### config.mk
export PLATFORM = sky130hd
export DESIGN_NAME = mseq_nco_transmitter
export DESIGN_NICKNAME = d
export VERILOG_FILES = /design/src/rtl/mseq_pkg.sv /design/src/rtl/mseq_lfsr.sv /design/src/rtl/mseq_nco_transmitter.sv
export SDC_FILE = /design/constraint.sdc
export NUM_CORES = 1
export LEC_CHECK = 0
export BUFFER_PORTS_ARGS = -buffer_cell sky130_fd_sc_hd__buf_4
export CORE_MARGIN = 10
export CORE_UTILIZATION = 55
export DETAILED_ROUTE_END_ITERATION = 7
export PLACE_DENSITY = 0.77
export SYNTH_ARGS = -nofsm -noshare
export SYNTH_HDL_FRONTEND = slang
export SYNTH_HIERARCHICAL = 1
export SYNTH_SLANG_ARGS = --single-unit
### constraint.sdc
create_clock -name clk_2m -period 2.9 [get_ports clk_2m]
set_input_delay 0.435 -clock clk_2m [delete_from_list [all_inputs] [get_ports clk_2m]]
set_output_delay 0.435 -clock clk_2m [all_outputs]
set_load 0.03 [all_outputs]
### src/rtl/mseq_pkg.sv
// rtl/mseq_pkg.sv - shared m-sequence link constants, FSM state type and rate helper
package mseq_pkg;

    localparam int                        DEF_LFSR_LEN  = 7;
    localparam logic [DEF_LFSR_LEN-1:0]   DEF_LFSR_TAPS = 7'b1100000;
    localparam logic [DEF_LFSR_LEN-1:0]   DEF_SEED      = 7'h7F;
    localparam int                        DEF_INC_W     = 32;

    // Increment per Hz of bit rate for a 2 MHz clock and a 32-bit accumulator (2^32 / 2e6).
    localparam int unsigned               HZ_TO_INC     = 2147;

    typedef enum logic [1:0] {
        IDLE = 2'd0,
        RUN  = 2'd1,
        STOP = 2'd2
    } mseq_state_t;

    function automatic logic [DEF_INC_W-1:0] rate_to_inc(input int unsigned f_bit_hz);
        logic [63:0] prod;
        prod = 64'(f_bit_hz) * 64'(HZ_TO_INC);
        return prod[DEF_INC_W-1:0];
    endfunction

endpackage

### src/rtl/mseq_lfsr.sv
// rtl/mseq_lfsr.sv - Fibonacci LFSR with seed load, shift and lock-up recovery
module mseq_lfsr
    import mseq_pkg::*;
#(
    parameter int             LEN  = DEF_LFSR_LEN,
    parameter logic [LEN-1:0] TAPS = LEN'(DEF_LFSR_TAPS),
    parameter logic [LEN-1:0] SEED = LEN'(DEF_SEED)
) (
    input  logic clk,
    input  logic rst,
    input  logic load,
    input  logic shift,
    output logic out_bit,
    output logic at_seed
);

    logic [LEN-1:0] lfsr;
    logic           fb;

    assign fb      = ^(lfsr & TAPS);
    assign out_bit = lfsr[LEN-1];
    assign at_seed = (lfsr == SEED);

    // An all-zero register would never leave zero, so it is treated like a load.
    always_ff @(posedge clk) begin
        if (rst || load || (lfsr == '0)) begin
            lfsr <= SEED;
        end else if (shift) begin
            lfsr <= {lfsr[LEN-2:0], fb};
        end
    end

endmodule

### src/rtl/mseq_nco_transmitter.sv
// rtl/mseq_nco_transmitter.sv - NCO-timed m-sequence transmitter; MSEQ_ERR_INJECT_EN adds single-bit error injection
module mseq_nco_transmitter
    import mseq_pkg::*;
#(
    parameter int                  LFSR_LEN  = DEF_LFSR_LEN,
    parameter logic [LFSR_LEN-1:0] LFSR_TAPS = LFSR_LEN'(DEF_LFSR_TAPS),
    parameter logic [LFSR_LEN-1:0] SEED      = LFSR_LEN'(DEF_SEED),
    parameter int                  INC_W     = DEF_INC_W
) (
    input  logic             clk_2m,
    input  logic             rst,
    input  logic             enable,
    input  logic [INC_W-1:0] rate_inc,
    input  logic             rate_load,
    input  logic             err_inject,
    output logic             m_seq_out,
    output logic             bit_clk,
    output logic             bit_strobe,
    output logic             frame_start,
    output logic             running
);

    mseq_state_t      state;
    mseq_state_t      state_next;
    logic [INC_W-1:0] phase;
    logic [INC_W-1:0] inc_act;
    logic [INC_W-1:0] inc_pend;
    logic [INC_W:0]   sum;
    logic             boundary;
    logic             emit;
    logic             out_bit;
    logic             at_seed;
    logic             flip;

    mseq_lfsr #(
        .LEN  (LFSR_LEN),
        .TAPS (LFSR_TAPS),
        .SEED (SEED)
    ) u_lfsr (
        .clk     (clk_2m),
        .rst     (rst),
        .load    (state_next == IDLE),
        .shift   (emit),
        .out_bit (out_bit),
        .at_seed (at_seed)
    );

    // A new bit is emitted on the IDLE->RUN edge and on every RUN boundary; a STOP boundary ends the burst.
    always_comb begin
        sum        = {1'b0, phase} + {1'b0, inc_act};
        boundary   = (state != IDLE) && sum[INC_W];
        state_next = state;
        emit       = 1'b0;
        case (state)
            IDLE: begin
                if (enable) begin
                    state_next = RUN;
                    emit       = 1'b1;
                end
            end
            RUN: begin
                emit = boundary;
                if (!enable) state_next = STOP;
            end
            STOP: begin
                if (boundary)    state_next = IDLE;
                else if (enable) state_next = RUN;
            end
            default: state_next = IDLE;
        endcase
    end

`ifdef MSEQ_ERR_INJECT_EN
    logic err_flag;

    always_ff @(posedge clk_2m) begin
        if (rst || state == IDLE || state_next == IDLE) begin
            err_flag <= 1'b0;
        end else if (emit) begin
            err_flag <= ~err_flag & err_inject;
        end else if (err_inject) begin
            err_flag <= 1'b1;
        end
    end

    assign flip = err_flag;
`else
    logic unused_err_inject;

    assign unused_err_inject = err_inject;
    assign flip              = 1'b0;
`endif

    always_ff @(posedge clk_2m) begin
        if (rst) begin
            state       <= IDLE;
            phase       <= '0;
            inc_act     <= '0;
            inc_pend    <= '0;
            m_seq_out   <= 1'b0;
            bit_clk     <= 1'b0;
            bit_strobe  <= 1'b0;
            frame_start <= 1'b0;
            running     <= 1'b0;
        end else begin
            state <= state_next;
            if (rate_load) inc_pend <= rate_inc;
            // Rate only changes between bits; a load landing on the boundary itself applies to the next bit.
            if (state == IDLE || boundary) inc_act <= rate_load ? rate_inc : inc_pend;
            phase       <= (state == IDLE || state_next == IDLE) ? '0 : sum[INC_W-1:0];
            bit_clk     <= (state_next == IDLE) ? 1'b0 : phase[INC_W-1];
            bit_strobe  <= emit;
            frame_start <= emit & at_seed;
            if (state_next == IDLE) begin
                m_seq_out <= 1'b0;
            end else if (emit) begin
                m_seq_out <= out_bit ^ flip;
            end
            running <= (state_next != IDLE);
        end
    end

endmodule

* Word level (Yosys, flattened, before mapping) *
Index checks and enable logic that the tools add are counted.
Widths: inputs -> output; s select.

word-level totals
  register bits = 110
  word-level logic and storage cells = 35

operators by class
  $add $sub $neg = 1
  eq/ne operators = 3
  mux-type cells = 7
  bitwise operators = 1
  reduce and logical (&&, ||, !) cells = 13

operators with widths
  kind                number
  $add 32x32->33      1
  $mux 32             1
  $eq 7x7->1 const B  1
  $logic_not 7->1     1
  $reduce_xor 7->1    1
  $mux 2              3
  $pmux 2 s3          1
  $logic_not 2->1     2
  $logic_or 1x1->1    4
  $reduce_bool 2->1   2
  $reduce_or 2->1     2
  $eq 2x1->1 const B  1
  $eq 2x2->1 const B  1
  $pmux 1 s2          1
  $and 1x1->1         1
  $logic_and 1x1->1   1
  $mux 1              1

* Longest topological paths before layout *
Gate-level depths: netlist of the first run.

  depth after elaboration = 7
  gate-level depth with buffers = 11
  gate-level depth less buffers = 11

* Cells and area by module *
Netlist of the first run, hierarchy kept.

modules (own cells, without submodules)
  module                times used  cells an instance  area each (um^2)
  mseq_nco_transmitter  1           571                5450.2
  mseq_lfsr             1           29                 287.8

* Worst setup path before layout of the first run *
OpenSTA, ideal clock, no wires.

  path kind = register to register
  start point = reg phase[0]
  end point = reg inc_act[10]
  arrival time = 2.664 ns
  setup slack = 0.115 ns
  stages on the path, launching flop included = 12
  buffers on the path = 2
  cells stage by stage = dfxtp_1 > ha_1 > fa_1 > a211oi_2 > nor4_4 > o2111ai_2 > a211oi_2 > o21ai_2 > and3b_1 > buf_6 > buf_6 > mux2_4

on the way
  longest elaborated chain between the ends = 3

ends and longest elaborated chain
  element                   line                         source
  start: declaration        mseq_nco_transmitter.sv:25   logic [INC_W-1:0] phase;
  start signal: assignment  mseq_nco_transmitter.sv:110  phase <= (state == IDLE || state_next == IDLE) ? '0 : sum[INC_W-1:0];
  $add 32x32->33            mseq_nco_transmitter.sv:50   sum = {1'b0, phase} + {1'b0, inc_act};
  $logic_and 1x1->1         mseq_nco_transmitter.sv:51   boundary = (state != IDLE) && sum[INC_W];
  $logic_or 1x1->1          mseq_nco_transmitter.sv:109  if (state == IDLE || boundary) inc_act <= rate_load ? rate_inc : inc_pend;
  end signal: assignment    mseq_nco_transmitter.sv:109
  end: declaration          mseq_nco_transmitter.sv:26   logic [INC_W-1:0] inc_act;

No other way between the ends.
A chain may end at the register's enable or synchronous reset.

* Final worst setup path of the first run *
  start point = reg phase[0]
  end point = reg inc_act[0]

The elaborated chain is that of the path after synthesis.

==> results.toml, run 1 <==
[floorplanning]
initial_utilization_pct = 56.1
dieWidth_um = 122
rows = 37
die_area_um2 = 14900
ios = 42
core_area_um2 = 10200
dieHeight_um = 122

[flow_run]
max-cap-violations = 0

[clocking]
root_buffer = "clkbuf_8"
cts_tree = "yes"
worstSkewPairLatency_ns = 0.38
cts_made_buffers = 9
clkTransAtPathRegs_ns = 0.09
cts_sinks = 110
cts_max_level = 3
clock_path_buffers = 2
ctsHoldBuffers = 0

[sta]
finalSetupViolCount = 0
min_period_over_period_pct = 96.0
finClkSkew_ns = 0.0114
hold_viol = 0
finalMaxSlewViolations = 0
slew_headroom_pct = 59.1
worstMarginPinSlew_ns = 0.607
fin_crit_ns = 2.78
fmax_mhz = 359
finalSetupTns_ns = 0

[critical_path]
cpLargestDelayFamily = "compound AO/OA/AOI/OAI gates"
crit_top_cell = "buf_12"
crit_arrival_ns = 3.05
worst-setup-path-type = "register to register"
path_buf_inv = 2
cp_cell_sequence = "ha_4, fa_2, a211oi_4, nor4_4, o2111ai_2, a211oi_2, o21ai_2, and3b_2, buf_12, buf_12, mux2_2"
slowest_delay_ns = 0.36
end_kind = "register"
crit_slowest_cell = "fa_2"
startpoint_type = "register"
critPathMaxFanout = 5
required_ns = 3.17

[synthesis]
netlist_top_cells_area = "dfxtp_1, mux2_4, ha_1, mux2i_1, nor2_1"
yosys-top-cells-count = "dfxtp_1, nor2_1, a21oi_1"
synth.distinct_cells = 62
yosys_register_bits = 110
syn_avg_cell_area_um2 = 9.56
synth_edf_count = 0
synth.yosys.seq_area_share_pct = 38.4
ys_dominant_reg_cell = "dfxtp_1"
synth_top_cell_by_area = "dfxtp_1"
yosysMostFrequentCell = "dfxtp_1"
syn_inst = 600
syn_nets = 670
async_reset_ff_share_pct = 0
synth_warnings = 6
netlist.area_leader.share_pct = 38.4
syn_area_um2 = 5740

[cells_and_area]
layout.cells.non_filler = 796
final_cell_area_um2 = 6720
fill_cells = 826
final-seq-area_um2 = 2200
n_antenna_cell = 0
multi_input_area_um2 = 3480
synthToLayoutAreaGrowth_pct = 17.0
fin_nets = 725
final_layout_size_suffix_gt1_share_pct = 22.3

[routing]
num_vias = 4480
drtAntennaViolNets = 0
drc = 0
drt_wl_total_um = 12400
first_iter_violations = 227
firstDrtPassIters = 4
avgRoutedWirePerCell_um = 15.6
vias_per_cell = 5.63

[placed_design]
portBuffers = 40
dp_hpwl_um = 8500
dpl_cell_area_um2 = 6280
gp_congestion = 0.873
placed_cells = 773

[min_path]
hp-class = "input pin to register"

[power_and_ir_drop]
total_power_mw = 3.02
p_leak_nw = 2.93
peakVddDrop_uv = 276
power_density_nw_per_um2 = 449

[status]
outcome = "finished clean"

[grt]
grt_pass1_wl_um = 20300
track_usage_pct = 16.3
grt_max_degree = 41
grt_overflow = 0
antenna_found_initial = 0
grt_pass1_vias = 4435
[registers in the layout, indices dropped and copies added (netlist names)]
| register | cells |
|---|---|
| frame_start | 1 |
| running | 1 |
| bit_strobe | 1 |
| u_lfsr/lfsr | 7 |
| bit_clk | 1 |
| m_seq_out | 1 |
| phase | 32 |
| inc_pend | 32 |
| state | 2 |
| inc_act | 32 |
[timing repair]
item,4_1_cts,5_1_grt
endpoints found under the setup margin,27,43
cloned,1,2
pin swaps,5,4
setup buffers,3,1
resized for setup,4,20
endpoints found under the hold margin,0,0
[placed cells by master, fill, tap and decap left out, types with 5 or more instances in the layout]
| cell type | count |
|---|---|
| a21oi_1 | 40 |
| dfxtp_1 | 109 |
| nor2b_1 | 40 |
| nand3_1 | 5 |
| xor2_1 | 8 |
| nor3_1 | 9 |
| ha_1 | 26 |
| buf_4 | 61 |
| nand4_1 | 8 |
| xnor2_1 | 13 |
| mux2_4 | 31 |
| o21bai_1 | 9 |
| nand2_1 | 34 |
| a31oi_1 | 7 |
| o21a_1 | 7 |
| a211oi_1 | 6 |
| o21ai_0 | 13 |
| clkbuf_8 | 12 |
| nor2_1 | 70 |
| inv_1 | 13 |
| mux2i_1 | 40 |
| or3_1 | 5 |
| a21o_1 | 13 |
[layout make-up]
| type | instances | area share [%] |
|---|---|---|
| inverter | 13 | 0.727 |
| clock inverter | 3 | 0.261 |
| multi-input combinational | 453 | 51.8 |
| tap | 136 | 2.53 |
| clock buffer | 13 | 2.52 |
| sequential | 110 | 32.8 |
| timing repair buffer | 68 | 9.35 |
[stage by stage]
step / setup slack [ns] / hold WS, ns / utilization, %
global placement: 0.00290 / 0.470 / 61.4
floorplan: 0.115 / 0.445 / -
finish: 0.117 / 0.237 / 65.6
CTS: 0.0324 / 0.216 / 64.1
detailed placement: -0.0634 / 0.490 / 61.4
global route: -0.0483 / 0.217 / 65.6
[logic make-up after synthesis]
logic type | Yosys count | synth area share, %
mux | 72 | 15.2
compound gates | 130 | 15.6
xor+xnor | 21 | 3.21
buf+inv | 37 | 3.05
simple gates | 197 | 17.2
flops | 110 | 38.4
fa+ha+maj | 33 | 7.33
[where the power goes]
part	total, mW	switching [mW]	internal, mW
Sequential	1.62	0.0368	1.59
Combinational	0.512	0.248	0.264
Clock	0.883	0.502	0.381
Total	3.02	0.787	2.23
[path summary, 6_finish.rpt]
check / from / to / slack, ns / cells after the start
setup / recovery: phase[0] / inc_act[0] / 0.12 / 11
hold / removal: enable / state[1] / 0.24 / 2
setup reg to reg: phase[0] / inc_act[0] / 0.12 / 11
hold reg to reg: phase[31] / bit_clk / 0.50 / 1
[layer usage]
layer  track usage, %  share of wire [%]
met1             20.0                 47
met2             27.0                 47
met3             3.61                3.8
met4             6.85                2.5
met5                0                  0
Power figures use the tool's default switching activity.
==> inputs of run 2 (changes only) <==
Settings changed: GPL_TIMING_DRIVEN from default to 0, RECOVER_POWER from default to 50.
==> results.toml, run 2 (same netlist as run 1, synthesis figures left out) <==
[cells_and_area]
final_cell_mix = "dfxtp_1, nor2_1, buf_4, a21oi_1, nor2b_1"
reg.largest.list = "inc_act: 32 flops, inc_pend: 32 flops, phase: 32 flops"
synthToLayoutAreaGrowth_pct = 16.3
fin_nets = 729
post-route-util_pct = 65.2
final_common_cell = "dfxtp_1"
final-seq-area_um2 = 2200
final_layout_size_suffix_gt1_share_pct = 20.5
n_antenna_cell = 0
multi_input_area_um2 = 3460
fill_cells = 839

[critical_path]
path_buf_inv = 2
end_kind = "register"
cpLargestDelayFamily = "compound AO/OA/AOI/OAI gates"
critPathMaxFanout = 8
slowest_delay_ns = 0.38
crit_arrival_ns = 3.10
crit_slowest_cell = "ha_1"
startpoint_type = "register"
cp_cell_sequence = "ha_1, and3_1, a221oi_1, o21a_2, o22ai_2, o21ai_4, and3b_2, buf_12, clkbuf_16, mux2_4"
required_ns = 3.19
worst-setup-path-type = "register to register"

[placed_design]
gp_congestion = 0.883
dp_hpwl_um = 9210
portBuffers = 39

[routing]
vias_per_cell = 5.60
avgRoutedWirePerCell_um = 16.3
drt_wl_total_um = 13000
num_vias = 4478
drtAntennaViolNets = 0
drc = 0
first_iter_violations = 370
firstDrtPassIters = 4

[power_and_ir_drop]
clock_power_share_pct = 32.8
pwr-share-seq_pct = 51.3
swShare_pct = 25.3
peakVddDrop_uv = 356
p_leak_nw = 2.88
switchingPower_mw = 0.800
internal-power_mw = 2.36
power_density_nw_per_um2 = 473
p_comb_share_pct = 15.9

[floorplanning]
core_area_um2 = 10200
rows = 37
ios = 42
die_area_um2 = 14900
dieWidth_um = 122
dieHeight_um = 122
initial_utilization_pct = 56.1

[sta]
finalMaxSlewViolations = 0
hold_viol = 0
fin_crit_ns = 2.81
fmax_mhz = 356
finalSetupViolCount = 0
worstMarginPinSlew_ns = 0.801
holdWs_ns = 0.225
slew_headroom_pct = 46.6
rsz0062_at_grt = "yes"
min_period_over_period_pct = 97.0
finClkSkew_ns = 0.0104

[grt]
use_met1_pct = 21.3
grt_busiest_layer = "met2"
antenna_found_initial = 0
track_usage_pct = 17.2
grt.met2_usage_pct = 28.3
grt_pass1_vias = 4387
grt_pass1_wl_um = 20900
use_met3_pct = 4.26
grt_overflow = 0
grt_max_degree = 17

[clocking]
ctsHoldBuffers = 0
cts_tree = "yes"
cts_made_buffers = 9
worstSkewPairLatency_ns = 0.39
root_buffer = "clkbuf_8"
cts_sinks = 110
clock_path_buffers = 2
clkTransAtPathRegs_ns = 0.10
cts_max_level = 3

[min_path]
hp-class = "input pin to register"

[flow_run]
max-cap-violations = 0

[status]
outcome = "finished clean"
[run 2: stage by stage]
stage,worst slack (ns),instance area (um^2),power (mW),cells,TNS (ns)
2_1_floorplan,0.115,5740,1.99,600,0
3_3_place_gp,-0.389,6200,2.10,775,-14.66
3_5_place_dp,-0.395,6200,2.12,775,-17.20
4_1_cts,0.00438,6500,3.14,796,0
5_1_grt,-0.0489,6670,3.28,799,-0.279
6_report,0.0871,6670,3.16,799,0
[run 2: final timing paths]
kind / startpoint / to / slack, ns / depth (start not counted)
worst max register to register: phase[18] / inc_act[12] / 0.09 / 10
worst max-delay path: phase[18] / inc_act[12] / 0.09 / 10
worst min-delay path: enable / state[1] / 0.22 / 2
worst min register to register: phase[31] / bit_clk / 0.49 / 1
[run 2: power groups by stage]
stage	clock network, mW	registers [mW]	logic [mW]
after CTS	1.04	1.62	0.471
after detailed placement	0	1.65	0.460
after global placement	0	1.65	0.446
after global routing	1.11	1.63	0.547
after floorplan	0	1.65	0.337
final	1.04	1.62	0.501
[run 2: what timing repair did]
action / 4_1_cts / 5_1_grt
endpoints found under the setup margin: 72 / 68
hold endpoints to repair: 0 / 0
resized for setup: 9 / 31
gates cloned: 0 / 3
buffers inserted: 6 / 3
pin swaps: 6 / 9
[run 2: cell type report]
cell class / count / area share [%]
multi-input combinational: 453 / 51.8
inverter: 13 / 0.731
buffer: 22 / 2.47
timing repair buffer: 50 / 6.07
sequential: 110 / 33.0
tap: 136 / 2.55
clock inverter: 4 / 1.05
clock buffer: 11 / 2.27
[run 2: layer usage]
| layer | vias to the layer above | share of wire, % |
|---|---|---|
| met5 | - | 0 |
| li1 | 2245 | - |
| met4 | 0 | 2.1 |
| met2 | 81 | 47 |
| met3 | 18 | 3.9 |
| met1 | 2134 | 47 |
[run 2: worst register-to-register path, cell delays in order (launching register included)]
cell and delay, ns:
dfxtp_1 0.32, ha_1 0.38, and3_1 0.26, a221oi_1 0.33
o21a_2 0.26, o22ai_2 0.11, o21ai_4 0.21, and3b_2 0.23
buf_12 0.16, clkbuf_16 0.17, mux2_4 0.30
